$ cat config.mk
export PLATFORM = sky130hd
export DESIGN_NAME = cnn_accelerator
export DESIGN_NICKNAME = d
export VERILOG_FILES = /design/src/rtl/cnn_accelerator.sv
export SDC_FILE = /design/constraint.sdc
export NUM_CORES = 1
export LEC_CHECK = 0
export BUFFER_PORTS_ARGS = -buffer_cell sky130_fd_sc_hd__buf_2
export CAP_MARGIN = 10
export CORE_ASPECT_RATIO = 0.5
export CORE_MARGIN = 2
export CORE_UTILIZATION = 35
export DETAILED_ROUTE_END_ITERATION = 12
export SYNTH_ARGS = -nofsm -noshare
export SYNTH_HDL_FRONTEND = slang
export SYNTH_SLANG_ARGS = --single-unit
$ cat constraint.sdc
create_clock -name clk -period 14.9 [get_ports clk]
set_clock_uncertainty 0.05 [all_clocks]
set_input_delay 2.98 -clock clk [delete_from_list [all_inputs] [get_ports clk]]
set_output_delay 2.98 -clock clk [all_outputs]
set_load 0.01 [all_outputs]
$ cat src/rtl/cnn_accelerator.sv
`timescale 1ns/1ps
`default_nettype none
// ============================================================================
//  Module      : cnn_accelerator
//  Description : 2x2 window convolution with one shared signed weight,
//                followed by ReLU, 2x2 max-pool and unsigned saturation to
//                8 bits. Three registered stages, one new window per cycle.
//  Ports       : clk          - single clock, rising-edge
//                rst          - asynchronous active-low reset
//                input1..4    - unsigned 8-bit pixels of the 2x2 window
//                weight       - signed 8-bit kernel weight (all pixels)
//                final_output - registered unsigned 8-bit result
//  Revision    : 1.0 - initial release
// ============================================================================
module cnn_accelerator (
    input  logic       clk,
    input  logic       rst,
    input  logic [7:0] input1,
    input  logic [7:0] input2,
    input  logic [7:0] input3,
    input  logic [7:0] input4,
    input  logic [7:0] weight,
    output logic [7:0] final_output
);

    localparam int c_LANES = 4;

    logic        [7:0]  w_pix [c_LANES];
    logic signed [16:0] w_wt_ext;
    logic signed [16:0] r_prod [c_LANES];
    logic        [15:0] r_relu [c_LANES];
    logic        [15:0] w_max;
    logic        [7:0]  w_sat;

    assign w_pix[0] = input1;
    assign w_pix[1] = input2;
    assign w_pix[2] = input3;
    assign w_pix[3] = input4;

    // Both multiplicands are widened to 17 bits so the signed product is
    // exact: the extreme magnitudes (255*127, 255*-128) fit in 17 bits.
    assign w_wt_ext = {{9{weight[7]}}, weight};

    // Stage 1: products.
    always_ff @(posedge clk or negedge rst) begin
        if (!rst) begin
            for (int i = 0; i < c_LANES; i++) r_prod[i] <= '0;
        end else begin
            for (int i = 0; i < c_LANES; i++)
                r_prod[i] <= $signed({9'd0, w_pix[i]}) * w_wt_ext;
        end
    end

    // Stage 2: ReLU. A non-negative product never exceeds 32385, so the
    // low 16 bits carry the full value.
    always_ff @(posedge clk or negedge rst) begin
        if (!rst) begin
            for (int i = 0; i < c_LANES; i++) r_relu[i] <= '0;
        end else begin
            for (int i = 0; i < c_LANES; i++)
                r_relu[i] <= r_prod[i][16] ? 16'd0 : r_prod[i][15:0];
        end
    end

    // Stage 3: max-pool and saturate.
    always_comb begin
        w_max = r_relu[0];
        for (int i = 1; i < c_LANES; i++)
            if (r_relu[i] > w_max) w_max = r_relu[i];
    end

    assign w_sat = (w_max > 16'd255) ? 8'd255 : w_max[7:0];

    always_ff @(posedge clk or negedge rst) begin
        if (!rst) final_output <= '0;
        else      final_output <= w_sat;
    end

endmodule
`default_nettype wire

== Word level (Yosys, flattened, before mapping) ==
Index checks and enable logic that the tools add are counted.

* Multipliers: 4
* Magnitude comparators: 4
* Multiplexer cells: 8

{| class="wikitable"
|+ Operator list
! kind !! number
|-
| two-way mux 16 bit || 7
|-
| multiplier 9 x 8 -> 17 bit || 4
|-
| greater-than comparator 16 bit || 3
|-
| greater-than comparator 16 x 8 -> 1 bit (second input constant) || 1
|-
| two-way mux 8 bit || 1
|}

* Bits in registers: 140
* Bits of input ports: 42
* Output and inout port bits: 8
* Logic and storage cells: 25

== Depth between registers and ports, before layout ==
Gate-level depths: netlist (run 1).

* Depth in word-level cells: 8
* Mapped depth: 32
* Depth with buffers taken out: 28

== Least setup slack after synthesis (run 1) ==
No wires, ideal clock.

* Path kind: input port to flip-flop
* Start point: input weight[7]
* End point: register r_prod[33] (netlist name)
* Library setup time: 0.125 ns
* Data arrival time: 7.095 ns
* Required time: 14.725 ns
* Setup slack: 7.630 ns
* Cell stages on the path: 17
* Path buffers: 1
* Cells stage by stage: inv_1 clkbuf_1 fa_1 fa_1 inv_1 fa_1 inv_1 fa_1 inv_1 ha_1 o21ai_0 a21boi_0 o21ai_0 a21oi_1 a41o_1 o41a_1 xnor2_1

* Word-level cells in the longest chain between the ends: 1

{| class="wikitable"
|+ RTL lines
! what !! RTL line !! text
|-
| start, declared || 22 || <nowiki>input logic [7:0] weight,</nowiki>
|-
| multiplier 9 x 8 -> 17 bit || 50 || <nowiki>r_prod[i] <= $signed({9'd0, w_pix[i]}) * w_wt_ext;</nowiki>
|-
| end signal, assigned by index || 50 ||
|-
| end, declared || 30 || <nowiki>logic signed [16:0] r_prod [c_LANES];</nowiki>
|}

Every way passes these cells.

== Worst setup path in the final report (run 1) ==
Same ends and word-level chain as after synthesis.

==> results of run 1 <==
[metrics by stage]
stage          power [W]  area, µm²  worst slack, ns    util  hold WS (ns)
2_1_floorplan   0.001662      14420            7.630       -        0.3885
3_3_place_gp    0.001982      15200            7.003  0.3750        0.3941
3_5_place_dp    0.001996      15200            6.875  0.3750        0.3963
4_1_cts         0.002448      15820            7.268  0.3903        0.4053
5_1_grt         0.002673      15820            6.874  0.3904        0.4257
6_report        0.002428      15820            7.269  0.3904        0.4027
[sequential cells by signal (all words and copies together) (netlist names)]
register	flops
r_prod	68
r_relu	64
final_output	8
[report_power, final]
group / internal, W / total (W) / switching [W]
Combinational: 0.000617 / 0.00141 / 0.000790
Sequential: 0.000512 / 0.000585 / 0.0000728
Clock: 0.000243 / 0.000435 / 0.000192
[worst max path at each step]
stage                                end  slack, ns  cells past startpoint
2_1_floorplan       r_prod[33]$_DFF_PN0_       7.63                     17
3_3_place_gp        r_prod[33]$_DFF_PN0_       7.00                     18
3_5_place_dp        r_prod[33]$_DFF_PN0_       6.88                     18
4_1_cts             r_prod[33]$_DFF_PN0_       7.27                     18
5_1_grt        final_output[7]$_DFF_PN0_       6.87                     24
6_report            r_prod[33]$_DFF_PN0_       7.27                     18
[cells by family after synthesis]
group,share of synthesized area
muxes,0.01718
AOI/OAI and AO/OA,0.05760
DFF,0.2429
adders and majority gates,0.3954
xor gates and xnor gates,0.02733
buffers and inverters,0.07712
and+or+nand+nor,0.1824
[area by class of cell]
type | instances | area, µm²
timing repair buffer | 52 | 274.0
inverter | 251 | 942.2
antenna | 1 | 2.502
clock inverter | 15 | 193.9
tap | 540 | 675.6
fill | 3990 | 24710
clock buffer | 17 | 425.4
multi-input combinational | 1045 | 9807
sequential | 140 | 3503
[cells in the mapped netlist (all sizes together) (9+ instances only)]
cell type  instances  area (µm²)
inv              251       942.2
ha               219        2740
fa               148        2963
dfrtp            140        3503
and2             139       870.8
nand2            129       500.5
nor2b             74       462.9
nor2              46       172.7
xnor2             40       350.3
a21oi             38       190.2
o21ai             33       165.2
clkbuf            31       126.4
nand2b            27       168.9
mux2i             15       150.1
nand3             11       55.05
nor3              11       55.05
or3               11       68.82
nand4              9       62.56
nor4               9       56.30
[per-layer routing]
layer / vias to the layer above / track usage
met5: - / 0
met1: 4825 / 0.2274
met2: 157 / 0.2461
met3: 27 / 0.01759
li1: 4755 / -
met4: 0 / 0.03834
==> impl_results.md, run 1 <==
* Fin crit period at between 7 and 8 ns
* Vias in the first global route at a little over 10,000
* Clk Latency, worst-skew pair at 0.43 ns
* Routed Antenna Nets at 0
* Post-Syn Instances at roughly 1,500
* Die height at 147.5 µm
* Setup crit start: weight[7]
* Pre-antenna DRT Iters at 5
* Commonest non-fill, non-tap cell in the layout: inv_1
* Critical path type: in -> reg
* Hold EP: r_relu[38]$_DFF_PN0_
* Worst-path clk slew at 0.07 ns
* Reg2reg start: r_relu[47]$_DFF_PN0_
* CTS buffer count at 17
* CP max FO at 27
* Final count of negative-setup-slack endpoints at 0
* Vias at approximately 10,000
* Synth Flop Type: dfrtp_1
* Placement Rows at 52
* Die width at 291.1 µm
* Met2 Wirelength at 13.83 mm
* GPL Wtd Cong at around 0.82
* Final Hold Fails at 0
* Die area at 42,950 µm²
* Post_cts resized at 0
* Period utilisation layout at 0.5122
* Worst-margin pin slew at 0.9974 ns
* Slowest stage cell, crit path: fa_1
* GRT Residual Overflow at 0
* Hold Path Depth at 1
* DRT met1 WL at 16.21 mm
* Dpl cells at 2,028
* Startpoint Class: primary input
* Initial Util at 0.3558
* Gr usage total at 0.1554
* Slowest cell delay on critical path at 0.61 ns
* DRT iter0 DRCs at roughly 530
* Final Non-Filler Cells at 2,061
* P_leak at 7.890 nW
* Post-Synthesis Net Count at 1,880
* DR vias/cell at 4.738
* Max Slew Vio Count at 0
* Setup bufs post-CTS at 0
* Fmax at about 130 MHz
* Mapped Area at 14,420 µm²
* Met3 routed WL at 1.206 mm
* R2r setup slk at 7.45 ns
* WP data required at 15.16 ns
* CTS tree: built
* Reg2Reg Depth at 23
* Port bufs at 49
* CORE AREA at about 40,000 µm²
* CP top delay family: adder cells
* H-tree depth at 4
* RSZ-0062 raised after global routing: no
* Crit-path cells: buf_2 > buf_4 > inv_1 > fa_1 > fa_1 > inv_1 > fa_1 > inv_1 > fa_1 > inv_1 > ha_1 > o21ai_0 > a21boi_0 > o21ai_0 > a21oi_1 > a41o_1 > o41a_1 > xnor2_1
* Cts hold-fix bufs at 0
* Share of post-route cells with drive strength above 1 at 0.06908
* Sequential element share of the synthesized area at 0.2429
* Synth Register Bits at 140
* Max-Slew Margin vs Limit at 0.3351
* Hold crit path type: reg -> reg
* Nets at between 1,500 and 2,000
* Maximum Capacitance Violations at 0
* DP Wirelength at around 25 mm
* Sink Count at 140
* Area grow syn2layout at 9.716%
* Hold wc startpoint: r_prod[40]$_DFF_PN0_
* CTS root buf: clkbuf_16
* Largest net degree at the start of global routing at 82
* Antenna violations before repair at 1
* Arr. time, crit path at between 7 and 8 ns
* Commonest non-fill, non-tap cells in the layout: inv_1, ha_1, fa_1, dfrtp_1, and2_1
* Global-route wire length before repair at 53.07 mm
* Post-Route WL at 31.65 mm
* Setup TNS at 0 ns
* Residual DRC count at 0
* Nature of the critical path endpoint: flip-flop
* Worst VDD drop at 0.07490 mV
* I/O Pins at 50
* Avg WL per Cell at 15.36 µm
* Max layer used: met4
* Pwr/cell area at 153.4 nW/µm²
* Synth warnings at 0
* Status: finished, final reports clean
* Asr flop ratio synth at 1.000
* Number of synthesized flops with an enable pin at 0
* Reg2reg end: final_output[7]$_DFF_PN0_
* Clock Path Buffers at 2
* Crit path buffers/inverters at 6
* Synth Area per Inst at about 10 µm²
* Synth cell types at 61
Note: power is estimated with default switching activity, not from simulation.
==> run 2: changes to the inputs <==
- clock period: 14.9 -> 6.3 ns (I/O delays scaled with it)
==> impl_results.md, run 2 (same netlist as run 1, synthesis figures left out) <==
* GR peak layer: met2
* Hold Slack at 0.4076 ns (+0.004857 ns)
* Vias in the first global route at 10,050 (-0.84%)
* R2r setup slk at 0.24 ns (-7.21 ns)
* Startpoint Class: flip-flop
* Area grow syn2layout at 13.00%
* Worst-path clk slew at 0.06 ns (about the same)
* CTS tree: built
* Final Hold Fails at 0 (unchanged)
* Commonest non-fill, non-tap cell in the layout: inv_1
* Met2 Resource Use GR at 0.2484 (+0.002387)
* DP Wirelength at 26.26 mm (+6.7%)
* Setup TNS at 0 ns (unchanged)
* Status: finished, final reports clean
* Slowest cell delay on critical path at 0.59 ns (-0.02 ns)
* Gr usage total at 0.1561 (+0.0007103)
* Reg2Reg Depth at 26 (+13%)
* CTS buffer count at 17 (unchanged)
* Worst VDD drop at 0.1872 mV (+150%)
* Initial Util at 0.3558 (unchanged)
* Placement Rows at 52 (unchanged)
* Reg2reg end: final_output[0]$_DFF_PN0_
* Nature of the critical path endpoint: flip-flop
* Arr. time, crit path at 6.31 ns (-1.58 ns)
* Period utilisation layout at 0.9617
* Die area at 42,950 µm² (unchanged)
* Hold crit path type: reg -> reg
* DRT iter0 DRCs at 540 (+2.9%)
* P_leak at 8.144 nW (+3.2%)
* Residual DRC count at 0 (unchanged)
* Max-Slew Margin vs Limit at 0.4924 (+0.1574)
* Post-Route WL at 31.91 mm (+0.83%)
* H-tree depth at 4 (unchanged)
* Routed Antenna Nets at 0 (unchanged)
* Nets at 1,966 (+2.6%)
* Reg2reg start: r_relu[39]$_DFF_PN0_
* Met3 usage at 0.01323 (-0.004360)
* Crit path to: final_output[0]$_DFF_PN0_
* Cts hold-fix bufs at 0 (unchanged)
* CORE AREA at 40,530 µm² (unchanged)
* Die height at 147.5 µm (unchanged)
* Commonest non-fill, non-tap cells in the layout: inv_1, ha_1, fa_1, dfrtp_1, and2_1
* Most used cell, CP: ha_1
* WP data required at 6.55 ns (-8.61 ns)
* Clk Latency, worst-skew pair at 0.41 ns (-0.02 ns)
* Final count of negative-setup-slack endpoints at 0 (unchanged)
* Fin crit period at 6.059 ns
* Port bufs at 49 (unchanged)
* I/O Pins at 50 (unchanged)
* Global-route wire length before repair at 53.50 mm (+0.81%)
* GPL Wtd Cong at 0.8647 (+5.1%)
* Maximum Capacitance Violations at 0 (unchanged)
* Pwr/cell area at 374.5 nW/µm² (+140%)
* Clock Path Buffers at 2 (unchanged)
* Critical path type: reg -> reg
* Pre-antenna DRT Iters at 5 (unchanged)
* Antenna violations before repair at 1 (unchanged)
* Largest net degree at the start of global routing at 90 (+9.8%)
* Max reg flops at 68 (unchanged)
* CP max FO at 15 (-44%)
* Fmax at 165.1 MHz
* CTS root buf: clkbuf_16
* Share of post-route cells with drive strength above 1 at 0.1039 (+0.03481)
* Slowest stage cell, crit path: or4_4
* DR vias/cell at 4.690 (-1.0%)
* Vias at 9,895 (+1.3%)
* Top reg by flops: r_prod
* GRT Residual Overflow at 0 (unchanged)
* Sink Count at 140 (unchanged)
* Die width at 291.1 µm (unchanged)
* M1 GR Usage at 0.2315 (+0.004109)
* Max Slew Vio Count at 0 (unchanged)
* Worst-margin pin slew at 0.7614 ns (-0.2360 ns)
* Setup crit start: r_relu[39]$_DFF_PN0_
* Largest regs: r_prod (68), r_relu (64), final_output (8)
* Avg WL per Cell at 15.12 µm (-1.5%)
-- run 2: changes by cell type in the layout (fill, tap and decap cells not counted), sizes merged --
cell,previous run,this run
clkinvlp,1,2
clkbuf,17,20
nand2,129,130
buf,52,101
inv,259,256
clkinv,5,2
bufinv,1,2
-- run 2: timing repair --
item / 4_1_cts / 5_1_grt
buffers inserted: 1 / 10
endpoints found under the setup margin: 8 / 8
hold endpoints to repair: 0 / 0
pin swaps: 1 / 4
gates resized for setup: 3 / 17
gates cloned: 0 / 1
-- run 2: where the power goes --
part	internal (W)	switching (W)	total [W]	leakage, nW
Clock	0.000598	0.000375	0.000973	0.280
Combinational	0.00172	0.00204	0.00376	6.15
Sequential	0.00121	0.000160	0.00137	1.71
-- run 2: final cells by class --
type                    count  area, µm²
multi-input cells        1046       9892
clock buffers              20      446.7
inverters                 251      942.2
well taps                 540      675.6
diodes                      1      2.502
flip-flops and latches    140       3503
fillers                  3956      24240
repair buffers            101      699.4
clock inverters            11      135.1
-- run 2: stage by stage --
step                utilization  setup slack, ns  std cells  total power (W)  cell area, µm²
floorplan                     -           0.2150       1471         0.003931           14420
global placement         0.3830         -0.05521       2066         0.004859           15520
detailed placement       0.3830          -0.1744       2066         0.004878           15520
CTS                      0.3979           0.1034       2098         0.005925           16130
global route             0.4020         -0.02315       2109         0.006684           16290
finish                   0.4021           0.2413       2110         0.006104           16300
-- run 2: worst max-delay path: cells and delay by family (launching register included) --
| family | cells | cell delay, ns |
|---|---|---|
| AOI/OAI and AO/OA | 9 | 1.78 |
| adders and majority gates | 3 | 0.90 |
| and+or+nand+nor | 10 | 2.10 |
| muxes | 1 | 0.29 |
| buffers and inverters | 3 | 0.43 |
| DFF | 1 | 0.38 |
-- run 2: routing by layer --
metal / share of wire / wire length, µm
met1: 0.52 / 16520
met5: 0 / 0
met3: 0.025 / 811
met4: 0.011 / 362
met2: 0.45 / 14210
-- run 2: worst min-delay path by stage --
stage                                    start              endpoint  slack (ns)  cells after the start
after floorplan            r_prod[0]$_DFF_PN0_   r_relu[0]$_DFF_PN0_        0.39                      1
after global placement    r_prod[18]$_DFF_PN0_  r_relu[17]$_DFF_PN0_        0.39                      1
after detailed placement  r_prod[66]$_DFF_PN0_  r_relu[63]$_DFF_PN0_        0.40                      1
after CTS                 r_prod[21]$_DFF_PN0_  r_relu[20]$_DFF_PN0_        0.41                      1
after global routing      r_prod[29]$_DFF_PN0_  r_relu[28]$_DFF_PN0_        0.43                      1
final                     r_prod[66]$_DFF_PN0_  r_relu[63]$_DFF_PN0_        0.41                      1
==> run 3: changes to the inputs <==
- CAP_MARGIN: 10 -> 5
- CORE_MARGIN: 2 -> 1.5
==> impl_results.md, run 3 (same netlist as run 1, synthesis figures left out) <==
* Period utilisation layout at 0.9719 (+0.01018)
* Fill cells at 4,029 (+1.8%)
* Die area at 42,510 µm² (-1.0%)
* Dpl cell area at 15,490 µm² (-0.19%)
* Post-Route WL at 31.46 mm (-1.4%)
* Fmax at 163.3 MHz (-1.0%)
* Routed Antenna Nets at 0 (unchanged)
* Max Slew Vio Count at 0 (unchanged)
* Hold Path Depth at 1 (unchanged)
* Pre-antenna DRT Iters at 5 (unchanged)
* CTS buffer count at 17 (unchanged)
* Area grow syn2layout at 12.82%
* Maximum Capacitance Violations at 0 (unchanged)
* Top reg by flops: r_prod
* Hold crit path type: reg -> reg
* GPL Wtd Cong at 0.8483 (-1.9%)
* CTS tree: built
* Most used cell, CP: ha_1
* DR vias/cell at 4.708 (+0.39%)
* GRT Residual Overflow at 0 (unchanged)
* Hold wc startpoint: r_prod[31]$_DFF_PN0_
* Placement Rows at 52 (unchanged)
* R2r setup slk at 0.18 ns (-0.06 ns)
* Setup TNS at 0 ns (unchanged)
* Reg2reg end: final_output[3]$_DFF_PN0_
* Port bufs at 49 (unchanged)
* CTS root buf: clkbuf_16
* Largest regs: r_prod (68), r_relu (64), final_output (8)
* Design area at 16,270 µm² (-0.15%)
* Dpl cells at 2,062 (-0.19%)
* CP max FO at 8 (-7)
* Slowest cell delay on critical path at 0.60 ns (about the same)
* Reg2Reg Depth at 22 (-15%)
* Vias at 9,919 (+0.24%)
* Fin crit period at 6.123 ns (+0.06417 ns)
* Nature of the critical path endpoint: flip-flop
* Cts hold-fix bufs at 0 (unchanged)
* Critical path type: reg -> reg
* Gr usage total at 0.1555 (-0.0005219)
* Status: finished, final reports clean
* Pwr/cell area at 371.7 nW/µm² (-0.76%)
* WP data required at 6.54 ns (about the same)
* Avg WL per Cell at 14.93 µm (-1.3%)
* Final Non-Filler Cells at 2,107 (-0.14%)
* Max-Slew Margin vs Limit at 0.5277 (+0.03531)
* Residual DRC count at 0 (unchanged)
* Multi-input logic area at 9925 µm² (+0.33%)
* P_leak at 8.111 nW (-0.40%)
* Worst-path clk slew at 0.06 ns (about the same)
* Register area at 3503 µm² (unchanged)
* Crit path buffers/inverters at 2 (-1)
* Startpoint Class: flip-flop
* Final Hold Fails at 0 (unchanged)
* Initial Util at 0.3558 (unchanged)
* Core Util, Final at 0.4014 (-0.0006180)
* Final count of negative-setup-slack endpoints at 0 (unchanged)
* Clk Latency, worst-skew pair at 0.42 ns (about the same)
* Reg2reg start: r_relu[47]$_DFF_PN0_
* Worst VDD drop at 0.2501 mV (+34%)
* H-tree depth at 4 (unchanged)
* Commonest non-fill, non-tap cell in the layout: inv_1
* Hold EP: r_relu[30]$_DFF_PN0_
* Crit-path cells: ha_1 > nand4_2 > or3_1 > o221a_1 > buf_4 > or2_4 > mux2i_4 > ha_1 > o21ai_0 > o21ai_0 > a221o_1 > nand3b_1 > o31a_1 > nand2_8 > mux2_2 > ha_1 > nand4_1 > or4_4 > o31ai_4 > buf_4 > o21ai_2 > o311a_1
* Antenna violations before repair at 3 (+2)
* Pre-CTS setup slack at -0.2125 ns (-0.03814 ns)
* Final WS setup at 0.1772 ns (-0.06417 ns)
* Sink Count at 140 (unchanged)
* Worst-margin pin slew at 0.7084 ns (-0.05297 ns)
* Commonest non-fill, non-tap cells in the layout: inv_1, ha_1, fa_1, dfrtp_1, and2_1
* Vias in the first global route at 9,931 (-1.2%)
* Clock Path Buffers at 2 (unchanged)
* Arr. time, crit path at 6.37 ns (+0.06 ns)
* Die width at 290.1 µm (-0.34%)
* Share of post-route cells with drive strength above 1 at 0.1042 (+0.0002655)
* DRT iter0 DRCs at 508 (-5.9%)
* DP Wirelength at 26.08 mm (-0.67%)
* Largest net degree at the start of global routing at 83 (-7.8%)
* Slowest stage cell, crit path: or4_4
* Die height at 146.5 µm (-0.68%)
* CP top delay family: simple AND/OR/NAND/NOR gates
* Nets at 1,961 (-0.25%)
* Global-route wire length before repair at 52.43 mm (-2.0%)
* CORE AREA at 40,530 µm² (unchanged)
* I/O Pins at 50 (unchanged)
* Max reg flops at 68 (unchanged)
run 3: layout make-up:
| type | instances | area share |
|---|---|---|
| Antenna cell | 2 | 0.0003076 |
| Clock buffer | 19 | 0.02722 |
| Clock inverter | 13 | 0.007920 |
| Inverter | 251 | 0.05790 |
| Multi-Input combinational cell | 1046 | 0.6099 |
| Sequential cell | 140 | 0.2153 |
| Tap cell | 540 | 0.04152 |
| Timing Repair Buffer | 96 | 0.03991 |
run 3: how the worst max path moves through the flow:
| stage | from | end | slack, ns | cells past startpoint |
|---|---|---|---|---|
| after floorplan | r_relu[46]$_DFF_PN0_ | final_output[0]$_DFF_PN0_ | 0.22 | 28 |
| after global placement | r_relu[46]$_DFF_PN0_ | final_output[5]$_DFF_PN0_ | -0.15 | 24 |
| after detailed placement | r_relu[62]$_DFF_PN0_ | final_output[3]$_DFF_PN0_ | -0.21 | 25 |
| after CTS | r_relu[62]$_DFF_PN0_ | final_output[0]$_DFF_PN0_ | 0.04 | 26 |
| after global routing | r_relu[47]$_DFF_PN0_ | final_output[3]$_DFF_PN0_ | -0.03 | 24 |
| final | r_relu[47]$_DFF_PN0_ | final_output[3]$_DFF_PN0_ | 0.18 | 22 |
run 3: power breakdown:
group,internal (W),total [W],switching [W]
Combinational,0.00172,0.00373,0.00201
Sequential,0.00121,0.00138,0.000164
Clock,0.000562,0.000945,0.000384
Total,0.00349,0.00605,0.00256
run 3: routing by layer:
metal  track usage  wire [µm]
met5             0          0
met1        0.2334      16480
met2        0.2398      13280
met3       0.01812       1167
met4       0.03421        530
run 3: what timing repair did:
item                                    in CTS  in global routing
pin swaps                                    0                  8
endpoints found under the hold margin        0                  0
endpoints found under the setup margin       8                  8
gates cloned                                 0                  1
buffers inserted                             0                 10
gates resized for setup                      4                 24
run 3: metrics by stage:
stage          total power (W)  hold WS (ns)
2_1_floorplan         0.003931        0.3885
6_report              0.006048        0.4070
3_5_place_dp          0.004824        0.3972
3_3_place_gp          0.004814        0.3941
5_1_grt               0.006629        0.4241
4_1_cts               0.005831        0.4071
